**config.mk**
```make
export PLATFORM = sky130hd
export DESIGN_NAME = mem_ctrl
export DESIGN_NICKNAME = d
export VERILOG_FILES = /design/src/rtl/mem_ctrl_pkg.sv /design/src/rtl/mem_ctrl.sv
export SDC_FILE = /design/constraint.sdc
export NUM_CORES = 1
export LEC_CHECK = 0
export ABC_AREA = 1
export ABC_CLOCK_PERIOD_IN_PS = 4200
export BUFFER_PORTS_ARGS = -buffer_cell sky130_fd_sc_hd__buf_2
export CORE_UTILIZATION = 50
export DETAILED_ROUTE_END_ITERATION = 8
export PLACE_DENSITY = 0.83
export SETUP_SLACK_MARGIN = 0.3
export SLEW_MARGIN = 10
export SYNTH_ARGS = -nofsm -noshare
export SYNTH_HDL_FRONTEND = slang
export SYNTH_SLANG_ARGS = --single-unit
export TNS_END_PERCENT = 100
```
**constraint.sdc**
```tcl
create_clock -name clk_in -period 4.2 [get_ports clk_in]
set_input_delay 0.42 -clock clk_in [delete_from_list [all_inputs] [get_ports clk_in]]
set_output_delay 0.42 -clock clk_in [all_outputs]
set_load 0.05 [all_outputs]
```
**src/rtl/mem_ctrl_pkg.sv**
```systemverilog
// Shared encodings for the memory controller: instruction access types and
// the datapath widths the rest of the core assumes.
package mem_ctrl_pkg;

  typedef logic [3:0] inst_type_t;

  localparam inst_type_t LB  = 4'd0;
  localparam inst_type_t LH  = 4'd1;
  localparam inst_type_t LW  = 4'd2;
  localparam inst_type_t LBU = 4'd3;
  localparam inst_type_t LHU = 4'd4;
  localparam inst_type_t SB  = 4'd5;
  localparam inst_type_t SH  = 4'd6;
  localparam inst_type_t SW  = 4'd7;

  localparam logic ENABLE  = 1'b1;
  localparam logic DISABLE = 1'b0;

  localparam int ADDRESS_WIDTH     = 32;
  localparam int INSTRUCTION_WIDTH = 32;

endpackage

```
**src/rtl/mem_ctrl.sv**
```systemverilog
// Byte-wide RAM port owner: arbitrates store commit, load buffer and fetch,
// serialising each access into one RAM cycle per byte.
module mem_ctrl
  import mem_ctrl_pkg::*;
#(
  parameter int                ADDR_W  = 32,
  parameter int                DATA_W  = 32,
  parameter logic [ADDR_W-1:0] IO_BASE = 'h30000
) (
  input  logic              clk_in,
  input  logic              rst_in,
  input  logic              rdy_in,
  input  logic              flush_in,
  input  logic              rob_en_in,
  input  logic [ADDR_W-1:0] rob_addr_in,
  input  logic [DATA_W-1:0] rob_wdata_in,
  input  inst_type_t        rob_type_in,
  output logic              rob_rdy_out,
  output logic              rob_finish_out,
  input  logic              lb_en_in,
  input  logic [ADDR_W-1:0] lb_addr_in,
  input  inst_type_t        lb_type_in,
  output logic              lb_finish_out,
  output logic [DATA_W-1:0] lb_data_out,
  input  logic              if_en_in,
  input  logic [ADDR_W-1:0] if_addr_in,
  output logic              if_finish_out,
  output logic [DATA_W-1:0] if_inst_out,
  input  logic              io_buffer_full_in,
  input  logic [7:0]        mem_din,
  output logic [7:0]        mem_dout,
  output logic [ADDR_W-1:0] mem_a,
  output logic              mem_wr
);

  localparam logic [1:0] ST_IDLE  = 2'd0;
  localparam logic [1:0] ST_READ  = 2'd1;
  localparam logic [1:0] ST_WRITE = 2'd2;

  localparam logic [1:0] OWN_ROB = 2'd0;
  localparam logic [1:0] OWN_LB  = 2'd1;
  localparam logic [1:0] OWN_IF  = 2'd2;

  function automatic logic [2:0] access_len(input inst_type_t t);
    case (t)
      LB, LBU, SB: return 3'd1;
      LH, LHU, SH: return 3'd2;
      default:     return 3'd4;
    endcase
  endfunction

  function automatic logic [DATA_W-1:0] extend_load(input inst_type_t t,
                                                    input logic [DATA_W-1:0] w);
    case (t)
      LB:      return {{(DATA_W-8){w[7]}}, w[7:0]};
      LBU:     return {{(DATA_W-8){1'b0}}, w[7:0]};
      LH:      return {{(DATA_W-16){w[15]}}, w[15:0]};
      LHU:     return {{(DATA_W-16){1'b0}}, w[15:0]};
      default: return w;
    endcase
  endfunction

  logic [1:0]        state_q;
  logic [2:0]        cnt_q;
  logic [1:0]        owner_q;
  logic [ADDR_W-1:0] addr_q;
  inst_type_t        type_q;
  logic [DATA_W-1:0] wdata_q;
  logic [DATA_W-1:0] rbuf_q;

  logic [DATA_W-1:0] rbuf_merged;
  logic [7:0]        wbyte;
  logic [2:0]        len;
  logic [ADDR_W-1:0] addr_next;
  logic              store_blocked;

  assign len           = access_len(type_q);
  assign addr_next     = addr_q + ADDR_W'(cnt_q);
  assign store_blocked = (rob_addr_in >= IO_BASE) && io_buffer_full_in;
  assign rob_rdy_out   = (state_q == ST_IDLE);

  // The byte arriving on mem_din belongs to the address driven one cycle earlier.
  always_comb begin
    rbuf_merged = rbuf_q;
    case (cnt_q)
      3'd1:    rbuf_merged[7:0]   = mem_din;
      3'd2:    rbuf_merged[15:8]  = mem_din;
      3'd3:    rbuf_merged[23:16] = mem_din;
      3'd4:    rbuf_merged[31:24] = mem_din;
      default: ;
    endcase
  end

  always_comb begin
    case (cnt_q)
      3'd1:    wbyte = wdata_q[15:8];
      3'd2:    wbyte = wdata_q[23:16];
      3'd3:    wbyte = wdata_q[31:24];
      default: wbyte = wdata_q[7:0];
    endcase
  end

  always_ff @(posedge clk_in) begin
    if (rst_in) begin
      state_q        <= ST_IDLE;
      cnt_q          <= 3'd0;
      owner_q        <= OWN_ROB;
      addr_q         <= '0;
      type_q         <= LB;
      wdata_q        <= '0;
      rbuf_q         <= '0;
      rob_finish_out <= 1'b0;
      lb_finish_out  <= 1'b0;
      if_finish_out  <= 1'b0;
      lb_data_out    <= '0;
      if_inst_out    <= '0;
      mem_dout       <= 8'h00;
      mem_a          <= '0;
      mem_wr         <= 1'b0;
    end else if (rdy_in) begin
      rob_finish_out <= 1'b0;
      lb_finish_out  <= 1'b0;
      if_finish_out  <= 1'b0;
      case (state_q)
        ST_IDLE: begin
          // A pending store holds off loads and fetches even while it waits on the UART.
          if (rob_en_in) begin
            if (!store_blocked) begin
              owner_q  <= OWN_ROB;
              addr_q   <= rob_addr_in;
              type_q   <= rob_type_in;
              wdata_q  <= rob_wdata_in;
              mem_a    <= rob_addr_in;
              mem_dout <= rob_wdata_in[7:0];
              mem_wr   <= 1'b1;
              cnt_q    <= 3'd1;
              state_q  <= ST_WRITE;
            end
          end else if (!flush_in && lb_en_in) begin
            owner_q <= OWN_LB;
            addr_q  <= lb_addr_in;
            type_q  <= lb_type_in;
            rbuf_q  <= '0;
            mem_a   <= lb_addr_in;
            mem_wr  <= 1'b0;
            cnt_q   <= 3'd1;
            state_q <= ST_READ;
          end else if (!flush_in && if_en_in) begin
            owner_q <= OWN_IF;
            addr_q  <= if_addr_in;
            type_q  <= LW;
            rbuf_q  <= '0;
            mem_a   <= if_addr_in;
            mem_wr  <= 1'b0;
            cnt_q   <= 3'd1;
            state_q <= ST_READ;
          end
        end
        ST_READ: begin
          if (flush_in) begin
            state_q <= ST_IDLE;
            cnt_q   <= 3'd0;
          end else if (cnt_q < len) begin
            rbuf_q <= rbuf_merged;
            mem_a  <= addr_next;
            cnt_q  <= cnt_q + 3'd1;
          end else begin
            rbuf_q  <= rbuf_merged;
            state_q <= ST_IDLE;
            cnt_q   <= 3'd0;
            if (owner_q == OWN_LB) begin
              lb_finish_out <= 1'b1;
              lb_data_out   <= extend_load(type_q, rbuf_merged);
            end else begin
              if_finish_out <= 1'b1;
              if_inst_out   <= rbuf_merged;
            end
          end
        end
        ST_WRITE: begin
          if (cnt_q < len) begin
            mem_a    <= addr_next;
            mem_dout <= wbyte;
            cnt_q    <= cnt_q + 3'd1;
          end else begin
            mem_wr         <= 1'b0;
            rob_finish_out <= 1'b1;
            state_q        <= ST_IDLE;
            cnt_q          <= 3'd0;
          end
        end
        default: begin
          state_q <= ST_IDLE;
          mem_wr  <= 1'b0;
          cnt_q   <= 3'd0;
        end
      endcase
    end
  end

endmodule

```
# Yosys cells after proc, flatten, opt, wreduce, memory -nomap -nowiden
# Cells that the tools add are included.
totals:
  regBits: 215
  input_bits: 152
  output_inout_bits: 109
  elab_cells: 128
op_classes:
  addsub: 2
  magnitude_cmp: 2
  n_eq_ne: 22
  muxes: 61
  bitwise_logic: 5
  n_reduce_logical: 21
ops:
  columns: ["cell", "count"]
  rows:
  - ["$mux 32", 10]
  - ["$pmux 32 s4", 1]
  - ["$pmux 32 s3", 1]
  - ["$pmux 32 s2", 1]
  - ["$mux 8", 7]
  - ["$add 32x3->32", 1]
  - ["$ge 32x18->1 const B", 1]
  - ["$reduce_and 5->1", 6]
  - ["$pmux 8 s3", 1]
  - ["$mux 2", 10]
  - ["$mux 3", 6]
  - ["$mux 4", 4]
  - ["$pmux 8 s2", 1]
  - ["$mux 1", 15]
  - ["$ne 2x2->1 const B", 7]
  - ["$eq 4x3->1 const B", 3]
  - ["$pmux 3 s3", 1]
  - ["$reduce_and 4->1", 2]
  - ["$eq 3x2->1 const B", 2]
  - ["$pmux 2 s3", 1]
  - ["$pmux 3 s2", 1]
  - ["$reduce_bool 3->1", 2]
  - ["$reduce_or 3->1", 2]
  - ["$not 1->1", 5]
  - ["other kinds (18)", 22]

# Depth between registers and ports, before layout
# Gate-level depths: netlist (run 1).
depth:
  word_depth: 7
  depth_mapped: 16
  ltp_nobuf: 15

# Worst setup path after synthesis (run 1)
# OpenSTA, ideal clock, no wires.
synth_timing:
  kind: "register to register"
  startpoint: "register type_q[1]"
  endpoint: "register lb_data_out[15]"
  setup_time_ps: 116
  arrival_ps: 2030
  t_required_ps: 4084
  path_slack_ps: 2054
  stages_incl_launch_ff: 14
  n_path_buf: 2
  synth_period_minus_slack_ps: 2146
  path_cell_list: "dfxtp_1 > inv_1 > nand2_1 > nor2_1 > a21oi_1 > nand3_1 > ha_1 > a21oi_1 > nand2_4 > nand2_4 > inv_2 > buf_6 > buf_6 > o211a_1"
synth_between:
  elab_chain_cells: 6
  word_cells_on_any_way: 13
  classes_between: "order compare (1); eq/ne (5); mux (2); bitwise (1); reduce/logical (4)"
synth_lines:
  columns: ["element", "line_no", "text"]
  rows:
  - ["start: declaration", "mem_ctrl.sv:67", "inst_type_t type_q;"]
  - ["start signal: assignment", "mem_ctrl.sv:131", "type_q <= rob_type_in;"]
  - ["start signal: assignment", "mem_ctrl.sv:142", "type_q <= lb_type_in;"]
  - ["$eq 4x3->1, or another cell as far along", "mem_ctrl.sv:45, mem_ctrl.sv:54", null]
  - ["$reduce_or 3->1", "mem_ctrl.sv:45", "case (t)"]
  - ["$pmux 3 s2", "mem_ctrl.sv:45", null]
  - ["$lt 3x3->1", "mem_ctrl.sv:163", "end else if (cnt_q < len) begin"]
  - ["$not 1->1 (no line)", null, null]
  - ["$reduce_and 5->1 (no line)", null, null]
  - ["end signal: assignment", "mem_ctrl.sv:173", "lb_data_out <= extend_load(type_q, rbuf_merged);"]
  - ["end: declaration", "mem_ctrl.sv:24", "output logic [DATA_W-1:0] lb_data_out,"]
# Parallel ways exist; a longest one is shown, timed or not.
# A chain may end at the register's enable or synchronous reset.

# Worst setup path after layout (run 1)
layout_timing:
  startpoint: "register type_q[1]"
  endpoint: "register mem_a[20]"
layout_between:
  elab_chain_cells: 7
  word_cells_on_any_way: 13
  classes_between: "order compare (1); eq/ne (5); mux (4); reduce/logical (3)"
layout_lines:
  columns: ["element", "line_no", "text"]
  rows:
  - ["$eq 4x3->1, or another cell as far along", "mem_ctrl.sv:45", null]
  - ["$reduce_or 3->1", "mem_ctrl.sv:45", null]
  - ["$pmux 3 s2 (*)", "mem_ctrl.sv:45", null]
  - ["$lt 3x3->1 (*)", "mem_ctrl.sv:163, mem_ctrl.sv:181", null]
  - ["$mux 32 (*)", null, null]
  - ["$mux 32", null, null]
  - ["$pmux 32 s3 (*)", null, null]
  - ["end signal: assignment", "mem_ctrl.sv:153", "mem_a <= if_addr_in;"]
  - ["end signal: assignment", "mem_ctrl.sv:165", "mem_a <= addr_next;"]
  - ["end signal: assignment", "mem_ctrl.sv:182", "mem_a <= addr_next;"]
  - ["end: declaration", "mem_ctrl.sv:32", "output logic [ADDR_W-1:0] mem_a,"]
# Every way passes the cells marked *; elsewhere a longest branch is shown, timed or not. The select of a mux whose other input is x is not followed.

==> reports/summary.txt, run 1 <==
nets@finish = 2036
HP Class = in -> reg
CP Data Arrival Time = 3.48 ns
Period Utilization, post-route = 0.730
Post-synth EDFFs = 0
R2R cell count = 12
hold_ws = 0.138 ns
buffers added on ports = 260
Yosys Warn Count = 0
die area = 22500 sq um
commonest non-fill, non-tap cell in the layout = nand2_1
DIE HEIGHT = 150 um
core box area = 21200 sq um
total design power = 5.40 mW
Synth cell types = 39
TNS Setup = 0 ns
most frequent cells in the layout = 459 x nand2_1, 260 x buf_2, 251 x nor2_1
Clock transition at path regs = 0.06 ns
Post-Syn Instances = 1668
Cell Area, Placed = 12200 sq um
grt total ovfl = 0
drt drc = 0
Setup Buffers After CTS = 0
RSZ-0062 raised after global routing = no
max-slew violation count = 0
R2R Setup Slk = 1.13 ns
Main synth FF type = dfxtp_1
num rows = 53
post-synthesis sequential area ratio = 0.393
worst setup margin = 1.13 ns
Cells after DPL = 2118
CP startpoint kind = flip-flop
Die Width = 150 um
first-pass GRT wire length = 53100 um
reg-to-reg endpoint = mem_a[20]
Synth area leaders = dfxtp_1 39%, nand2_1 16%, nor2_1 8.6%, o21ai_0 7.7%, a21oi_1 6.8%
DRT iter0 DRCs = 973
CTS Hold Bufs = 0
largest area contributor in the netlist = dfxtp_1
actual slew at the worst max-slew pin = 1.15 ns
CTS tree = yes
Hold Path Stages = 3
drt wl/cell = 15.6 um
io pins = 261
CTS resizes = 0
Avg Cell Area, Syn = 6.56 sq um
FFs w/ async S/R, synth = 0
TritonCTS Buffers = 24
FF-to-FF Start = type_q[1]
placed wire-length estimate = 23400 um
Critical Path RT = 4.61 ns
Max VDD drop = 291 uV
vias in the first global route = 10929
CP Class = reg -> reg
Initial DRT Pass Iterations = 5
Root Driver = clkbuf_16
post-synth top area share = 0.393
leak pwr = 5.99 nW
clk_lat worst skew = 0.54 ns
max-cap viol count = 0
pin count of the biggest net entering global routing = 122
endpoint class of the critical path = flip-flop
cell area after layout = 13000 sq um
final hold violations = 0
initial antenna violation count = 3
PD cells = 415 nW/um^2
Fill cells = 1997
Initial Util = 0.516
# setup viols final = 0
Fmax achieved = 0.326 GHz
cell area after synthesis = 10900 sq um
Synth Register Bits = 215
status = finished, final reports clean
Total Routing Usage GR = 0.296
worst slack, placed = 1.16 ns
P&R area growth vs syn = 19.0%
Rel. slew slack = 0.231
ratio of cells with drive above 1 in the final layout = 0.181
Util after Layout = 0.614
drt total wl = 33700 um
Worst Path Max Fanout = 34
H-tree Lvls = 1
Layout Skew = 0.0173 ns
Routed Antenna Nets = 0
clk buf depth = 3
Critical Path End = mem_a[20]
post-route insts no fill = 2164
Setup crit start = type_q[1]
Final min period = 3.07 ns
DR vias = 11651
GPL Wtd Cong = 0.992
Clock Sinks = 215
Syn Nets = 1835
Vias/cell = 5.38
[worst min path at each step]
stage	from	end	slack (ns)
finish	rob_wdata_in[11]	wdata_q[11]	0.14
global route	rob_wdata_in[20]	wdata_q[20]	0.14
CTS	rob_wdata_in[11]	wdata_q[11]	0.13
detailed placement	rbuf_q[11]	rbuf_q[11]	0.44
global placement	rbuf_q[11]	rbuf_q[11]	0.44
floorplan	rbuf_q[10]	rbuf_q[10]	0.43
[Yosys cell counts (6+ instances only)]
| cell type | instances |
|---|---|
| nand2_1 | 459 |
| nor2_1 | 252 |
| dfxtp_1 | 215 |
| o21ai_0 | 169 |
| a21oi_1 | 149 |
| nand3_1 | 106 |
| inv_1 | 105 |
| clkbuf_1 | 52 |
| buf_2 | 27 |
| a211oi_1 | 20 |
| ha_1 | 14 |
| a31oi_1 | 8 |
| a211oi_2 | 7 |
| mux2i_1 | 7 |
| nand3b_1 | 7 |
| buf_1 | 6 |
| buf_4 | 6 |
| buf_6 | 6 |
| nand4_1 | 6 |
| or2_2 | 6 |
| xnor2_1 | 6 |
[power breakdown]
part | internal (mW) | switching, mW
clock network | 1.25 | 0.869
logic | 0.300 | 0.745
registers | 2.16 | 0.0817
total | 3.70 | 1.70
[cells by family (layout without fill, tap and decap cells)]
family | Yosys count | in the layout | share of synthesized area
compound gates | 362 | 362 | 0.178
xor+xnor | 8 | 8 | 0.00640
fa+ha+maj | 15 | 15 | 0.0178
buf+inv | 209 | 428 | 0.0810
flops | 215 | 215 | 0.393
mux | 7 | 7 | 0.00640
other cells | 0 | 2 | 0
simple gates | 852 | 852 | 0.317
[worst max-delay path: stages (launching register included)]
cell	delay, ns
dfxtp_1	0.35
inv_1	0.06
nand2_1	0.11
nor2_1	0.08
a21oi_1	0.17
nand3_1	0.10
ha_1	0.30
a21oi_1	0.32
nand2_4	0.32
nand2_1	0.14
nand3_1	0.59
a21oi_1	0.33
nor2_1	0.07
[registers in the layout, indices dropped and copies added (netlist names)]
| register | count |
|---|---|
| addr_q | 32 |
| cnt_q | 3 |
| if_finish_out | 1 |
| if_inst_out | 32 |
| lb_data_out | 32 |
| lb_finish_out | 1 |
| mem_a | 32 |
| mem_dout | 8 |
| mem_wr | 1 |
| owner_q | 2 |
| rbuf_q | 32 |
| rob_finish_out | 1 |
| state_q | 2 |
| type_q | 4 |
| wdata_q | 32 |
[layer usage]
layer,global-route usage,vias up,part of all wire
li1,-,5802,-
met1,0.350,5254,0.39
met2,0.513,483,0.48
met3,0.0494,110,0.081
met4,0.154,2,0.049
met5,0,-,0.00039
[area by class of cell]
class,instances,area [sq um],area share
Multi-Input combinational cell,1244,5750,0.442
Sequential cell,215,4300,0.330
Antenna cell,2,5.00,0.000384
Tap cell,275,344,0.0264
Clock buffer,34,668,0.0513
Clock inverter,10,136,0.0105
Inverter,112,420,0.0323
Timing Repair Buffer,272,1390,0.107
No activity file was read; power rests on OpenSTA's default activity.
==> run 2: changes to the inputs <==
--- a/config.mk
+++ b/config.mk
@@ -5,12 +5,12 @@
 export SDC_FILE = /design/constraint.sdc
 export NUM_CORES = 1
 export LEC_CHECK = 0
-export ABC_AREA = 1
-export ABC_CLOCK_PERIOD_IN_PS = 4200
+export ABC_AREA = 0
+export ABC_CLOCK_PERIOD_IN_PS = 2800
 export BUFFER_PORTS_ARGS = -buffer_cell sky130_fd_sc_hd__buf_2
-export CORE_UTILIZATION = 50
+export CORE_UTILIZATION = 49
 export DETAILED_ROUTE_END_ITERATION = 8
-export PLACE_DENSITY = 0.83
+export PLACE_DENSITY = 0.85
 export SETUP_SLACK_MARGIN = 0.3
 export SLEW_MARGIN = 10
 export SYNTH_ARGS = -nofsm -noshare
==> constraint.sdc (replaced) <==
create_clock -name clk_in -period 2.8 [get_ports clk_in]
set_input_delay 0.28 -clock clk_in [delete_from_list [all_inputs] [get_ports clk_in]]
set_output_delay 0.28 -clock clk_in [all_outputs]
set_load 0.05 [all_outputs]
==> run 2 against run 1 <==
  * Routed wire length decreased by 6.0%
  * Sequential share of layout area decreased by 0.64 points
  * Largest cell class unchanged
  * Count of clock-buffer cells in the layout increased by 2
==> reports/summary.txt, run 2 <==
Layout Skew = 0.0204 ns
endpoint class of the critical path = flip-flop
sequential power share = 0.435
DIE HEIGHT = 149 um
first-pass GRT wire length = 47400 um
nets@finish = 1664
Initial DRT Pass Iterations = 5
die area = 22100 sq um
PD cells = 559 nW/um^2
drt drc = 0
Sw Share = 0.277
ratio of cells with drive above 1 in the final layout = 0.271
status = finished, final reports clean
core box area = 21100 sq um
Vias/cell = 5.68
largest area contributor in the netlist = dfxtp_1
Pint = 5.37 mW
Initial Util = 0.500
Syn Nets = 1416
P&R area growth vs syn = 26.0%
TNS Setup = 0 ns
min-delay src = rob_wdata_in[12]
CP startpoint kind = flip-flop
most frequent cells in the layout = 259 x buf_2, 213 x dfxtp_1, 178 x nor2_1
DRT iter0 DRCs = 756
R2R Setup Slk = 0.31 ns
TritonCTS Buffers = 24
FF-to-FF Start = type_q[2]
max-slew violation count = 0
H-tree Lvls = 1
Yosys Warn Count = 0
Avg Cell Area, Syn = 8.45 sq um
Hold Path Stages = 3
pin count of the biggest net entering global routing = 109
placed wire-length estimate = 21200 um
Max VDD drop = 356 uV
clock network power share = 0.414
Routed Antenna Nets = 0
commonest non-fill, non-tap cell in the layout = buf_2
RSZ-0062 raised after global routing = yes
clk_lat worst skew = 0.52 ns
Util after Layout = 0.630
Hold Path Sink = wdata_q[12]
drt wl/cell = 17.7 um
vias in the first global route = 9257
Clock Sinks = 215
# setup viols final = 0
Root Driver = clkbuf_16
clk buf depth = 3
HP Class = in -> reg
post-synthesis sequential area ratio = 0.408
post-synth top area share = 0.408
actual slew at the worst max-slew pin = 1.29 ns
CP Class = reg -> reg
switching power = 2.06 mW
FFs w/ async S/R, synth = 0
Die Width = 149 um
final hold violations = 0
total design power = 7.42 mW
hold_ws = 0.0113 ns
initial antenna violation count = 1
Synth cell types = 61
Fmax achieved = 0.402 GHz
DR vias = 10162
CTS tree = yes
Post-synth EDFFs = 0
cell area after synthesis = 10600 sq um
leak pwr = 5.50 nW
max-cap viol count = 0
Rel. slew slack = 0.136
synth cell count leaders = 215 x dfxtp_1, 178 x nor2_1, 176 x nand2_1
GPL Wtd Cong = 0.896
reg-to-reg endpoint = if_inst_out[18]
Post-Syn Instances = 1249
io pins = 261
Main synth FF type = dfxtp_1
Period Utilization, post-route = 0.888
R2R cell count = 11
Synth area leaders = dfxtp_1 41%, mux2i_1 10%, nor2_1 6.3%, nand2_1 6.3%, a21oi_1 4.0%
CP Data Arrival Time = 2.89 ns
Comb power frac = 0.151
Critical Path RT = 3.20 ns
grt total ovfl = 0
Final min period = 2.49 ns
Synth Register Bits = 215
Clock transition at path regs = 0.06 ns
num rows = 53
drt total wl = 31700 um
buffers added on ports = 260
Total Routing Usage GR = 0.267
Worst Path Max Fanout = 7
most numerous cell in the Yosys netlist = dfxtp_1
## run 2: worst max-delay path, stage by stage (launching register included)
cell       delay (ns)
dfxtp_2          0.34
buf_6            0.13
xnor2_2          0.14
a21oi_2          0.09
ha_1             0.36
nand2_2          0.10
o21ai_4          0.20
buf_6            0.14
and4_4           0.38
clkbuf_16        0.21
mux2i_1          0.22
nor2_1           0.06
## run 2: routing by layer
layer	track usage	vias to the layer above	routed length, um
li1	-	4896	-
met1	0.333	4695	12600
met2	0.468	491	15600
met3	0.0333	80	2350
met4	0.102	0	1140
met5	0	-	0
## run 2: cells by family after synthesis
logic type	count (synthesis)	share of synthesized area
simple gates	457	0.185
compound gates	281	0.186
xor+xnor	28	0.0232
fa+ha+maj	15	0.0185
mux	133	0.129
flops	215	0.408
buf+inv	120	0.0491
## run 2: layout make-up
class,instances,area [sq um]
Timing Repair Buffer,317,1900
Tap cell,275,344
Antenna cell,1,2.50
Sequential cell,215,4310
Clock inverter,6,70.1
Clock buffer,36,696
Inverter,25,93.8
Fill cell,1715,7800
Multi-Input combinational cell,914,5880
## run 2: worst max-delay path by stage
stage,startpoint,endpoint,slack (ns),cells past startpoint
global placement,cnt_q[0],mem_a[26],0.30,9
floorplan,type_q[0],if_inst_out[21],0.39,11
global route,type_q[2],if_inst_out[31],0.20,11
CTS,type_q[2],if_inst_out[14],0.30,11
detailed placement,type_q[0],if_inst_out[18],0.24,10
finish,type_q[2],if_inst_out[18],0.31,11
## run 2: through the flow
stage	area [sq um]	worst slack, ns	cells
floorplan	10600	0.395	1249
CTS	13100	0.300	1780
detailed placement	12100	0.241	1726
finish	13300	0.314	1789
global placement	12100	0.305	1726
global route	13300	0.199	1789
## run 2: repair_timing
item,CTS,global route
gates resized for setup,9,21
hold buffers,11,0
buffers inserted,0,3
endpoints found under the setup margin,51,96
cloned,1,5
hold endpoints to repair,11,0
pin swaps,1,6
## run 2: power groups by stage
stage               Clock (mW)  Combinational (mW)  Sequential, mW
floorplan                    0               0.549            3.44
global placement             0                1.03            3.29
detailed placement           0                1.05            3.29
CTS                       3.11                1.08            3.23
global route              3.22                1.21            3.24
finish                    3.08                1.12            3.23
